[src/rtl/period_meter_pkg.sv]
// Shared types for period_meter: measurement FSM states and the result record.
// RES_W is the widest supported WIDTH; narrower builds truncate on the way out.
package period_meter_pkg;

  localparam int RES_W = 32;

  typedef enum logic {
    ARM  = 1'b0,
    MEAS = 1'b1
  } state_e;

  typedef struct packed {
    logic [RES_W-1:0] period;
    logic [RES_W-1:0] highTime;
    logic             timeoutFlag;
    logic             overrun;
  } meas_res_t;

endpackage

[src/rtl/period_meter_edge_sync.sv]
// Synchroniser chain for an asynchronous input plus one edge-detect register.
// Produces single-cycle rise/fall pulses aligned to the synchronised level.
module edge_sync #(
  parameter int SYNC_STAGES = 2
) (
  input  logic clkIn,
  input  logic reset,
  input  logic sigIn,
  output logic level,
  output logic rise,
  output logic fall
);

  logic [SYNC_STAGES-1:0] sync_q, sync_d;
  logic                   prev_q, prev_d;

  always_comb begin
    sync_d = {sync_q[SYNC_STAGES-2:0], sigIn};
    prev_d = sync_q[SYNC_STAGES-1];
  end

  always_ff @(posedge clkIn or posedge reset) begin
    if (reset) begin
      sync_q <= '0;
      prev_q <= 1'b0;
    end else begin
      sync_q <= sync_d;
      prev_q <= prev_d;
    end
  end

  assign level = sync_q[SYNC_STAGES-1];
  assign rise  = level & ~prev_q;
  assign fall  = ~level & prev_q;

endmodule

[src/rtl/period_meter.sv]
// Measures period (and high time when PERIOD_METER_DUTY_EN is defined) of a slow
// asynchronous input; results leave through a one-entry valid/ready buffer.
module period_meter
  import period_meter_pkg::*;
#(
  parameter int          WIDTH       = 32,
  parameter int          SYNC_STAGES = 2,
  parameter int unsigned TIMEOUT     = 100_000_000
) (
  input  logic             clkIn,
  input  logic             reset,
  input  logic             sigIn,
  input  logic             measReady,
  output logic             measValid,
  output logic [WIDTH-1:0] period,
  output logic [WIDTH-1:0] highTime,
  output logic             timeoutFlag,
  output logic             overrun
);

  localparam logic [WIDTH-1:0] TO_VAL = WIDTH'(TIMEOUT);

  logic             rise;
  logic             level_unused;
  logic [WIDTH-1:0] hi_now;

  state_e           state_q, state_d;
  logic [WIDTH-1:0] cnt_q, cnt_d;
  meas_res_t        buf_q, buf_d;
  logic             valid_q, valid_d;
  logic             drop_q, drop_d;
  meas_res_t        res;
  logic             res_vld;
  logic             load;

`ifdef PERIOD_METER_DUTY_EN
  logic             fall;
  logic [WIDTH-1:0] hi_cap_q, hi_cap_d;

  edge_sync #(.SYNC_STAGES(SYNC_STAGES)) u_sync (
    .clkIn (clkIn),
    .reset (reset),
    .sigIn (sigIn),
    .level (level_unused),
    .rise  (rise),
    .fall  (fall)
  );

  // Keeps the last captured value if a period passes without a falling edge.
  always_comb begin
    hi_cap_d = hi_cap_q;
    if (state_q == MEAS && fall) hi_cap_d = cnt_q;
  end

  always_ff @(posedge clkIn or posedge reset) begin
    if (reset) hi_cap_q <= '0;
    else       hi_cap_q <= hi_cap_d;
  end

  assign hi_now = hi_cap_q;
`else
  logic fall_unused;

  edge_sync #(.SYNC_STAGES(SYNC_STAGES)) u_sync (
    .clkIn (clkIn),
    .reset (reset),
    .sigIn (sigIn),
    .level (level_unused),
    .rise  (rise),
    .fall  (fall_unused)
  );

  assign hi_now = '0;
`endif

  // A rise on the saturation cycle takes priority, so a period of exactly TIMEOUT is a measurement.
  always_comb begin
    state_d = state_q;
    res     = '0;
    res_vld = 1'b0;
    if (rise)                cnt_d = WIDTH'(1);
    else if (cnt_q == TO_VAL) cnt_d = cnt_q;
    else                     cnt_d = cnt_q + WIDTH'(1);
    case (state_q)
      ARM: begin
        if (rise) state_d = MEAS;
      end
      MEAS: begin
        if (rise) begin
          res_vld      = 1'b1;
          res.period   = RES_W'(cnt_q);
          res.highTime = RES_W'(hi_now);
        end else if (cnt_q == TO_VAL) begin
          res_vld         = 1'b1;
          res.period      = RES_W'(TO_VAL);
          res.timeoutFlag = 1'b1;
          state_d         = ARM;
        end
      end
      default: state_d = ARM;
    endcase
  end

  always_comb begin
    load    = res_vld && (!valid_q || measReady);
    valid_d = valid_q;
    buf_d   = buf_q;
    drop_d  = drop_q;
    if (load) begin
      buf_d         = res;
      buf_d.overrun = drop_q;
      valid_d       = 1'b1;
      drop_d        = 1'b0;
    end else begin
      if (valid_q && measReady) valid_d = 1'b0;
      if (res_vld)              drop_d  = 1'b1;
    end
  end

  always_ff @(posedge clkIn or posedge reset) begin
    if (reset) begin
      state_q <= ARM;
      cnt_q   <= '0;
      buf_q   <= '0;
      valid_q <= 1'b0;
      drop_q  <= 1'b0;
    end else begin
      state_q <= state_d;
      cnt_q   <= cnt_d;
      buf_q   <= buf_d;
      valid_q <= valid_d;
      drop_q  <= drop_d;
    end
  end

  assign measValid   = valid_q;
  assign period      = WIDTH'(buf_q.period);
  assign highTime    = WIDTH'(buf_q.highTime);
  assign timeoutFlag = buf_q.timeoutFlag;
  assign overrun     = buf_q.overrun;

endmodule

[config.mk]
export PLATFORM = sky130hd
export DESIGN_NAME = period_meter
export DESIGN_NICKNAME = d
export VERILOG_FILES = /design/src/rtl/period_meter_pkg.sv /design/src/rtl/period_meter_edge_sync.sv /design/src/rtl/period_meter.sv
export SDC_FILE = /design/constraint.sdc
export NUM_CORES = 1
export LEC_CHECK = 0
export CAP_MARGIN = 20
export CORE_MARGIN = 2
export CORE_UTILIZATION = 48
export CTS_BUF_LIST = sky130_fd_sc_hd__clkbuf_4
export DETAILED_ROUTE_END_ITERATION = 7
export PLACE_DENSITY = 0.79
export SLEW_MARGIN = 15
export SYNTH_ARGS = -nofsm -noshare
export SYNTH_HDL_FRONTEND = slang
export SYNTH_HIERARCHICAL = 1
export SYNTH_SLANG_ARGS = --single-unit
[constraint.sdc]
create_clock -name clkIn -period 2.09 [get_ports clkIn]
set_clock_uncertainty 0.15 [all_clocks]
set_input_delay 0.3135 -clock clkIn [delete_from_list [all_inputs] [get_ports clkIn]]
set_output_delay 0.3135 -clock clkIn [all_outputs]
set_load 0.01 [all_outputs]
# Word-level counts from Yosys, hierarchy flattened
# Index checks and enable logic that the tools add are counted.
# Widths: inputs -> output; s select.
# classes
n_addsub,1
n_eq_ne,2
n_mux,17
bitwise,3
n_reduce_logical,6
# op_table
cell,n
$mux 32,3
$mux 65,1
$add 32x1->32 const B,1
$eq 32x27->1 const B,1
$mux 27,1
$mux 1,11
$reduce_bool 2->1,2
$logic_and 1x1->1,2
$ne 2x2->1 const B,1
$not 1->1,2
$pmux 1 s2,1
$and 1x1->1,1
$logic_not 1->1,1
$logic_or 1x1->1,1
# totals
register_bits,104
input_bits,4
elab_cells,39

# Longest topological paths before layout
# Gate-level depths: netlist of run 1.
# depth
ltp_word,6
ltp_mapped,8

# Modules after synthesis
# The synthesis of run 1 kept the hierarchy.
# modules_own_cells
mod,n_inst,cells_each,area_each_um2
period_meter,1,301,3323.2
edge_sync,1,6,93.8

# Worst setup path after synthesis of run 1
# Ideal clock, no wire load.
# synth_path
path_type,flip-flop to flip-flop
from,reg cnt_q[0]
to,reg buf_q (netlist bit period[0])
setup_time_ns,0.121
t_arrival_ns,1.878
slack_ns,-0.059
path_stages_with_launch,9
path_buffers,1
period_less_slack_ns,2.149
cell_sequence,dfrtp_1 inv_1 ha_1 nor4bb_1 nand3_1 nor4_4 o21ai_4 buf_6 a22o_1
# synth_between
elab_chain_cells,5
elab_cells_between_ends,7
# synth_rtl
element,line,text
from (decl),period_meter.sv:28,"logic [WIDTH-1:0] cnt_q, cnt_d;"
from (signal assigned),period_meter.sv:129,cnt_q <= cnt_d;
$eq 32x27->1,period_meter.sv:93,end else if (cnt_q == TO_VAL) begin
$mux 1,period_meter.sv:93,
$mux 1,period_meter.sv:89,if (rise) begin
$mux 1,period_meter.sv:84,case (state_q)
$logic_and 1x1->1,period_meter.sv:105,load = res_vld && (!valid_q || measReady);
to (signal assigned),period_meter.sv:130,buf_q <= buf_d;
to (decl),period_meter.sv:29,"meas_res_t buf_q, buf_d;"
# Several ways; a longest one is shown, not always the timed one.
# A chain may end at the register's enable or synchronous reset.

# Final worst setup path of run 1
# layout_path
from,reg cnt_q[0]
to,reg drop_q
# layout_between
elab_chain_cells,6
elab_cells_between_ends,7
# layout_rtl
element,line,text
$eq 32x27->1 *,period_meter.sv:93,
$mux 1 *,period_meter.sv:93,
$mux 1 *,period_meter.sv:89,
$mux 1 *,period_meter.sv:84,
$logic_and 1x1->1,period_meter.sv:105,
$mux 1 / $reduce_bool 2->1 (equally long branches),-,
to (signal assigned),period_meter.sv:132,drop_q <= drop_d;
to (decl),period_meter.sv:31,"logic drop_q, drop_d;"
# Every way passes the cells marked *; elsewhere a longest branch is shown, timed or not.

==> impl_metrics.sql, run 1 <==
INSERT INTO impl_metrics (metric_group, metric, value, unit) VALUES
('routing', 'detail_route.first_pass.iterations', '4', ''),
('cts', 'cts_inserted_buffers', '9', ''),
('floorplan', 'design.portCount', '71', ''),
('sta', 'finalHoldViolations', '0', ''),
('pwr', 'pwr_density_cell', '713', 'nW/um2'),
('placement', 'buffer_ports.inserted', '38', ''),
('sta', 'setup-violations-final', '26', ''),
('synth', 'netlist_instances', '306', ''),
('cts', 'tritoncts', 'built', ''),
('finish', 'flow.area_growth_from_synthesis', '28.9', '%'),
('finish', 'multiInputGateArea', '1480', 'um2'),
('sta', 'grt_setup_unrepaired', 'yes', ''),
('global_route', 'grt_antenna_before_repair', '0', ''),
('routing', 'antenna_left', '0', ''),
('placement', 'gpl.final_weighted_congestion', '0.806', ''),
('global_route', 'global_route.usage.total', '0.211', ''),
('placement', 'dp_worst_setup_slack', '-0.115', 'ns'),
('routing', 'total_via_count_in_the_routed_design', '2598', ''),
('worst_setup_path', 'critical_path_arrival', '2.36', 'ns'),
('cts', 'clockBufferDepth', '2', ''),
('routing', 'dr.max_layer_used', 'met4', ''),
('sta', 'tns', '-1.18', 'ns'),
('floorplan', 'chipWidth', '88.3', 'um'),
('sta', 'min_period_over_period', '1.05', ''),
('routing', 'wl_met1', '3380', 'um'),
('floorplan', 'core_region_area', '6830', 'um2'),
('routing', 'detailroute.wirelength.met3', '294', 'um'),
('pwr', 'worst_ir_drop_vdd', '0.443', 'mV'),
('finish', 'filler_cell_count', '533', ''),
('pwr', 'intPower', '2.22', 'mW'),
('placement', 'hpwl_after_detailed_placement', '5260', 'um'),
('routing', 'met2_length', '3830', 'um'),
('floorplan', 'die_height', '88.3', 'um'),
('pwr', 'power.net_switching', '913', 'uW'),
('sta', 'post_layout_minimum_cycle_time', '2.19', 'ns'),
('routing', 'vias_per_cell', '5.25', ''),
('synth', 'syn_avg_cell_area', '11.1', 'um2'),
('finish', 'insertedDiodeCount', '0', ''),
('pwr', 'pwr-share-clk', '0.282', ''),
('floorplan', 'initial_core_util', '0.499', ''),
('synth', 'ys_warn_count', '6', ''),
('finish', 'sequential_cell_area', '1800', 'um2'),
('synth', 'syn_area', '3410', 'um2'),
('worst_setup_path', 'crit_required', '2.26', 'ns'),
('sta', 'fmaxAchievable', '456', 'MHz'),
('placement', 'placedInstanceArea', '4070', 'um2'),
('floorplan', 'placementRows', '30', ''),
('job', 'drv.max_cap_violation_count', '0', ''),
('routing', 'dr.first_iter.drc_count', '210', ''),
('pwr', 'leakage', '2.06', 'nW'),
('routing', 'post_drt_wl_per_cell', '15.5', 'um'),
('finish', 'design.final.nets', '400', ''),
('global_route', 'grt_start_max_net_pins', '70', ''),
('cts', 'htreeDepth', '3', ''),
('pwr', 'power.share.sequential', '0.503', ''),
('finish', 'final_design_area_no_fill', '4390', 'um2'),
('sta', 'final_max_slew_viol_count', '0', ''),
('run_status', 'failed_checks', 'setup timing', ''),
('min_path', 'hold_path_class', 'in2reg', ''),
('finish', 'fraction_of_layout_cells_with_a_size_suffix_above_1', '0.233', ''),
('routing', 'detail_route.wirelength', '7650', 'um'),
('finish', 'final_util', '0.643', ''),
('pwr', 'netSwitchingFraction', '0.291', ''),
('cts', 'cts.reportedPaths.clkPinSlew', '0.12', 'ns'),
('run_status', 'status', 'finished with violations', ''),
('worst_setup_path', 'critical_path.startpoint_type', 'flip-flop', ''),
('pwr', 'power_frac_comb', '0.216', ''),
('cts', 'clock-sinks', '72', ''),
('global_route', 'grt_overflow', '0', ''),
('worst_setup_path', 'critical_path_class', 'reg2reg', ''),
('cts', 'clockRootBuffer', 'clkbuf_4', ''),
('sta', 'final_critical_path_setup_slack', '-0.102', 'ns'),
('worst_setup_path', 'timing.critical_path.fanout_max', '5', ''),
('global_route', 'first_global_vias', '2497', ''),
('floorplan', 'die_area', '7790', 'um2'),
('worst_setup_path', 'regToRegSetupSlack', '-0.10', 'ns'),
('worst_setup_path', 'cp-end-kind', 'flip-flop', ''),
('routing', 'drc', '0', ''),
('global_route', 'grt_first_pass_wirelength', '12400', 'um'),
('cts', 'clock_insertion_delay_worst_skew', '0.42', 'ns');
power by group through the flow:
stage          Sequential [mW]  Clock [mW]  Combinational (mW)
5_1_grt                   1.59       0.971               0.726
6_report                  1.57       0.883               0.675
3_3_place_gp              1.59           0               0.594
3_5_place_dp              1.60           0               0.610
2_1_floorplan             1.63           0               0.343
4_1_cts                   1.57       0.905               0.648
cells in the final DEF (no fill, tap or decap), types with 11 or more instances in the layout:
master and instances:
dfrtp_1 71, nand4_1 12, buf_4 45, o22a_1 12, clkdlybuf4s50_1 38, nand2_1 11
nor2_1 30, nand3_1 15, conb_1 32, a22o_1 20, xor2_1 20
worst paths after layout:
check / from / end / cells past startpoint
max: cnt_q[0]$_DFFE_PP0P_ / drop_q$_DFFE_PP0P_ / 9
min: sigIn / u_sync/sync_q[0]$_DFF_PP0_ / 1
max reg2reg: cnt_q[0]$_DFFE_PP0P_ / drop_q$_DFFE_PP0P_ / 9
min reg2reg: u_sync/sync_q[0]$_DFF_PP0_ / u_sync/sync_q[1]$_DFF_PP0_ / 0
max in group asynchronous: reset / period[25]$_DFFE_PP0P_ / 4
min in group asynchronous: reset / u_sync/sync_q[1]$_DFF_PP0_ / 3
what timing repair did:
item | 4_1_cts | 5_1_grt
gates cloned | 0 | 1
hold buffers | 1 | 0
resized for setup | 12 | 8
pin swaps | 16 | 7
endpoints found under the setup margin | 37 | 47
buffers inserted | 3 | 6
hold endpoints to repair | 3 | 0
per-layer routing:
layer	global-route usage	vias to the layer above
met2	0.323	74
met4	0.0826	0
met1	0.289	1316
met5	0	-
li1	-	1195
met3	0.0569	13
state kept, by name (all words and copies together), names as in the netlist:
name / count
cnt_q: 32
period: 32
u_sync/sync_q: 2
drop_q: 1
measValid: 1
overrun: 1
state_q: 1
timeoutFlag: 1
u_sync/prev_q: 1
critical path, cell delays in order, from the launching register on:
cell and delay, ns:
dfrtp_1 0.41, inv_2 0.08, ha_4 0.12, nor4bb_4 0.22
nand3_2 0.13, nor4_4 0.28, buf_4 0.19, buf_6 0.13
o21ai_4 0.07, mux2_4 0.30
per-stage QoR:
stage,hold slack (ns),std cells,power [mW]
CTS,0.145,489,3.13
detailed placement,0.212,469,2.21
floorplan,-0.0829,337,1.98
global placement,0.189,469,2.19
finish,0.169,495,3.13
global route,0.157,495,3.29
area by class of cell:
cell class,count,share of cell area
clock buffers,9,0.0154
clock inverters,7,0.0162
inverters,8,0.00769
multi-input cells,213,0.336
flip-flops and latches,72,0.410
well taps,96,0.0273
repair buffers,90,0.187
(Power assumes the default switching activity.)
==> run 2, diff against run 1 <==
--- a/config.mk
+++ b/config.mk
@@ -9,6 +9,7 @@
 export CORE_MARGIN = 2
 export CORE_UTILIZATION = 48
 export CTS_BUF_LIST = sky130_fd_sc_hd__clkbuf_4
+export CTS_CLUSTER_DIAMETER = 30
 export DETAILED_ROUTE_END_ITERATION = 7
 export PLACE_DENSITY = 0.79
 export SLEW_MARGIN = 15
@@ -16,3 +17,4 @@
 export SYNTH_HDL_FRONTEND = slang
 export SYNTH_HIERARCHICAL = 1
 export SYNTH_SLANG_ARGS = --single-unit
+export TNS_END_PERCENT = 1
==> impl_metrics.sql, run 2 (synthesis results as in run 1) <==
INSERT INTO impl_metrics (metric_group, metric, value, unit) VALUES
('run_status', 'status', 'finished with violations', ''),
('run_status', 'failed_checks', 'setup timing', ''),
('sta', 'setup-violations-final', '22', ''),
('floorplan', 'core_region_area', '6830', 'um2'),
('floorplan', 'placementRows', '30', ''),
('routing', 'dr.first_iter.drc_count', '257', ''),
('worst_setup_path', 'timing.critical_path.fanout_max', '3', ''),
('floorplan', 'die_height', '88.3', 'um'),
('sta', 'final_max_slew_viol_count', '0', ''),
('placement', 'buffer_ports.inserted', '38', ''),
('finish', 'flow.area_growth_from_synthesis', '27.6', '%'),
('cts', 'clock-sinks', '72', ''),
('worst_setup_path', 'worst-path-buf-inv', '2', ''),
('finish', 'final_design_area_no_fill', '4350', 'um2'),
('worst_setup_path', 'worstPathCellList', 'nor4_2, nand4_1, nor4_4, buf_4, buf_6, o21ai_2, mux2_4', ''),
('finish', 'layout_commonest_cell', 'dfrtp_1', ''),
('pwr', 'power.share.sequential', '0.475', ''),
('worst_setup_path', 'critical_path_arrival', '2.31', 'ns'),
('global_route', 'grt_antenna_before_repair', '0', ''),
('finish', 'design.final.nets', '392', ''),
('global_route', 'grt_start_max_net_pins', '70', ''),
('floorplan', 'design.portCount', '71', ''),
('sta', 'fin_worst_hold_slack', '0.184', 'ns'),
('cts', 'clockBufferDepth', '2', ''),
('cts', 'clock_insertion_delay_worst_skew', '0.42', 'ns'),
('worst_setup_path', 'path_delay_family', 'simple AND/OR/NAND/NOR gates', ''),
('placement', 'placedInstanceArea', '4020', 'um2'),
('pwr', 'worst_ir_drop_vdd', '0.455', 'mV'),
('worst_setup_path', 'critical_path_class', 'reg2reg', ''),
('routing', 'met2_length', '3570', 'um'),
('finish', 'post_layout_nonfiller_instances', '486', ''),
('worst_setup_path', 'slowest_delay', '0.41', 'ns'),
('floorplan', 'initial_core_util', '0.499', ''),
('cts', 'tritoncts', 'built', ''),
('placement', 'gpl.final_weighted_congestion', '0.868', ''),
('floorplan', 'chipWidth', '88.3', 'um'),
('routing', 'dr.max_layer_used', 'met4', ''),
('pwr', 'pwr-share-clk', '0.330', ''),
('pwr', 'power.net_switching', '874', 'uW'),
('sta', 'fmaxAchievable', '464', 'MHz'),
('routing', 'wl_met1', '3370', 'um'),
('routing', 'detail_route.first_pass.iterations', '4', ''),
('finish', 'most-common-layout-cells', '71 x dfrtp_1, 38 x clkdlybuf4s50_1, 36 x buf_4, 32 x conb_1, 30 x nor2_1', ''),
('floorplan', 'die_area', '7790', 'um2'),
('worst_setup_path', 'crit_required', '2.25', 'ns'),
('global_route', 'global_route.usage.total', '0.217', ''),
('placement', 'hpwl_after_detailed_placement', '5140', 'um'),
('finish', 'fraction_of_layout_cells_with_a_size_suffix_above_1', '0.210', ''),
('pwr', 'power_frac_comb', '0.195', ''),
('pwr', 'netSwitchingFraction', '0.264', ''),
('routing', 'antenna_left', '0', ''),
('min_path', 'hold_path_class', 'in2reg', ''),
('finish', 'insertedDiodeCount', '0', ''),
('routing', 'detailroute.wirelength.met3', '450', 'um'),
('sta', 'worst_slew_pin_tran', '0.524', 'ns'),
('sta', 'final_critical_path_setup_slack', '-0.0634', 'ns'),
('global_route', 'grt_overflow', '0', ''),
('cts', 'cts.reportedPaths.clkPinSlew', '0.11', 'ns'),
('sta', 'finalHoldViolations', '0', ''),
('pwr', 'pwr_density_cell', '761', 'nW/um2'),
('cts', 'htreeDepth', '3', ''),
('routing', 'total_via_count_in_the_routed_design', '2537', ''),
('pwr', 'intPower', '2.43', 'mW'),
('worst_setup_path', 'critical_path.slowest_cell', 'dfrtp_1', ''),
('pwr', 'leakage', '2.05', 'nW'),
('sta', 'grt_setup_unrepaired', 'yes', ''),
('routing', 'post_drt_wl_per_cell', '15.5', 'um'),
('sta', 'slew_headroom', '0.649', ''),
('global_route', 'grt_first_pass_wirelength', '12800', 'um'),
('worst_setup_path', 'critical_path.startpoint_type', 'flip-flop', ''),
('routing', 'vias_per_cell', '5.22', ''),
('placement', 'dp_cells', '465', ''),
('job', 'drv.max_cap_violation_count', '0', ''),
('global_route', 'first_global_vias', '2565', ''),
('routing', 'detail_route.wirelength', '7540', 'um'),
('routing', 'drc', '0', ''),
('cts', 'clockRootBuffer', 'clkbuf_4', ''),
('sta', 'min_period_over_period', '1.03', ''),
('sta', 'post_layout_minimum_cycle_time', '2.15', 'ns'),
('worst_setup_path', 'cp-end-kind', 'flip-flop', ''),
('cts', 'cts_inserted_buffers', '9', '');
-- run 2: worst paths after layout --
check / startpoint / end / slack, ns / depth (start not counted)
max: cnt_q[30]$_DFFE_PP0P_ / drop_q$_DFFE_PP0P_ / -0.06 / 7
min: sigIn / u_sync/sync_q[0]$_DFF_PP0_ / 0.18 / 1
max reg2reg: cnt_q[30]$_DFFE_PP0P_ / drop_q$_DFFE_PP0P_ / -0.06 / 7
min reg2reg: u_sync/sync_q[0]$_DFF_PP0_ / u_sync/sync_q[1]$_DFF_PP0_ / 0.22 / 0
max in group asynchronous: reset / cnt_q[18]$_DFFE_PP0P_ / 0.70 / 4
min in group asynchronous: reset / u_sync/sync_q[0]$_DFF_PP0_ / 0.53 / 3
-- run 2: timing repair --
action | 4_1_cts | 5_1_grt
cloned | 1 | 0
pin swaps | 18 | 7
setup endpoints to repair | 34 | 48
hold buffers | 1 | 0
endpoints found under the hold margin | 3 | 0
gates resized for setup | 14 | 6
setup buffers | 3 | 1
-- run 2: power groups by stage --
stage / combinational [mW] / clock, mW / sequential [mW]
finish: 0.645 / 1.09 / 1.57
global route: 0.698 / 1.17 / 1.59
CTS: 0.634 / 1.10 / 1.57
detailed placement: 0.597 / 0 / 1.59
global placement: 0.582 / 0 / 1.59
floorplan: 0.335 / 0 / 1.63
-- run 2: final cells by class --
cell class | count | area [um2]
flip-flops and latches | 72 | 1800
inverters | 8 | 33.8
repair buffers | 83 | 782
well taps | 96 | 120
fillers | 528 | 2480
clock buffers | 9 | 67.6
clock inverters | 6 | 109
multi-input cells | 212 | 1430
-- run 2: per-layer routing --
metal,vias up,GRT usage
met5,-,0
met2,92,0.335
met3,18,0.0410
li1,1176,-
met4,0,0.103
met1,1251,0.297
-- run 2: metrics by stage --
stage | setup slack (ns) | power [mW] | utilization | TNS [ns]
2_1_floorplan | -0.0595 | 1.97 | - | -1.42
3_3_place_gp | -0.0482 | 2.17 | 0.589 | -0.0500
3_5_place_dp | -0.103 | 2.19 | 0.589 | -1.03
4_1_cts | -0.0987 | 3.30 | 0.632 | -1.35
5_1_grt | -0.182 | 3.46 | 0.637 | -5.23
6_report | -0.0634 | 3.31 | 0.637 | -0.751
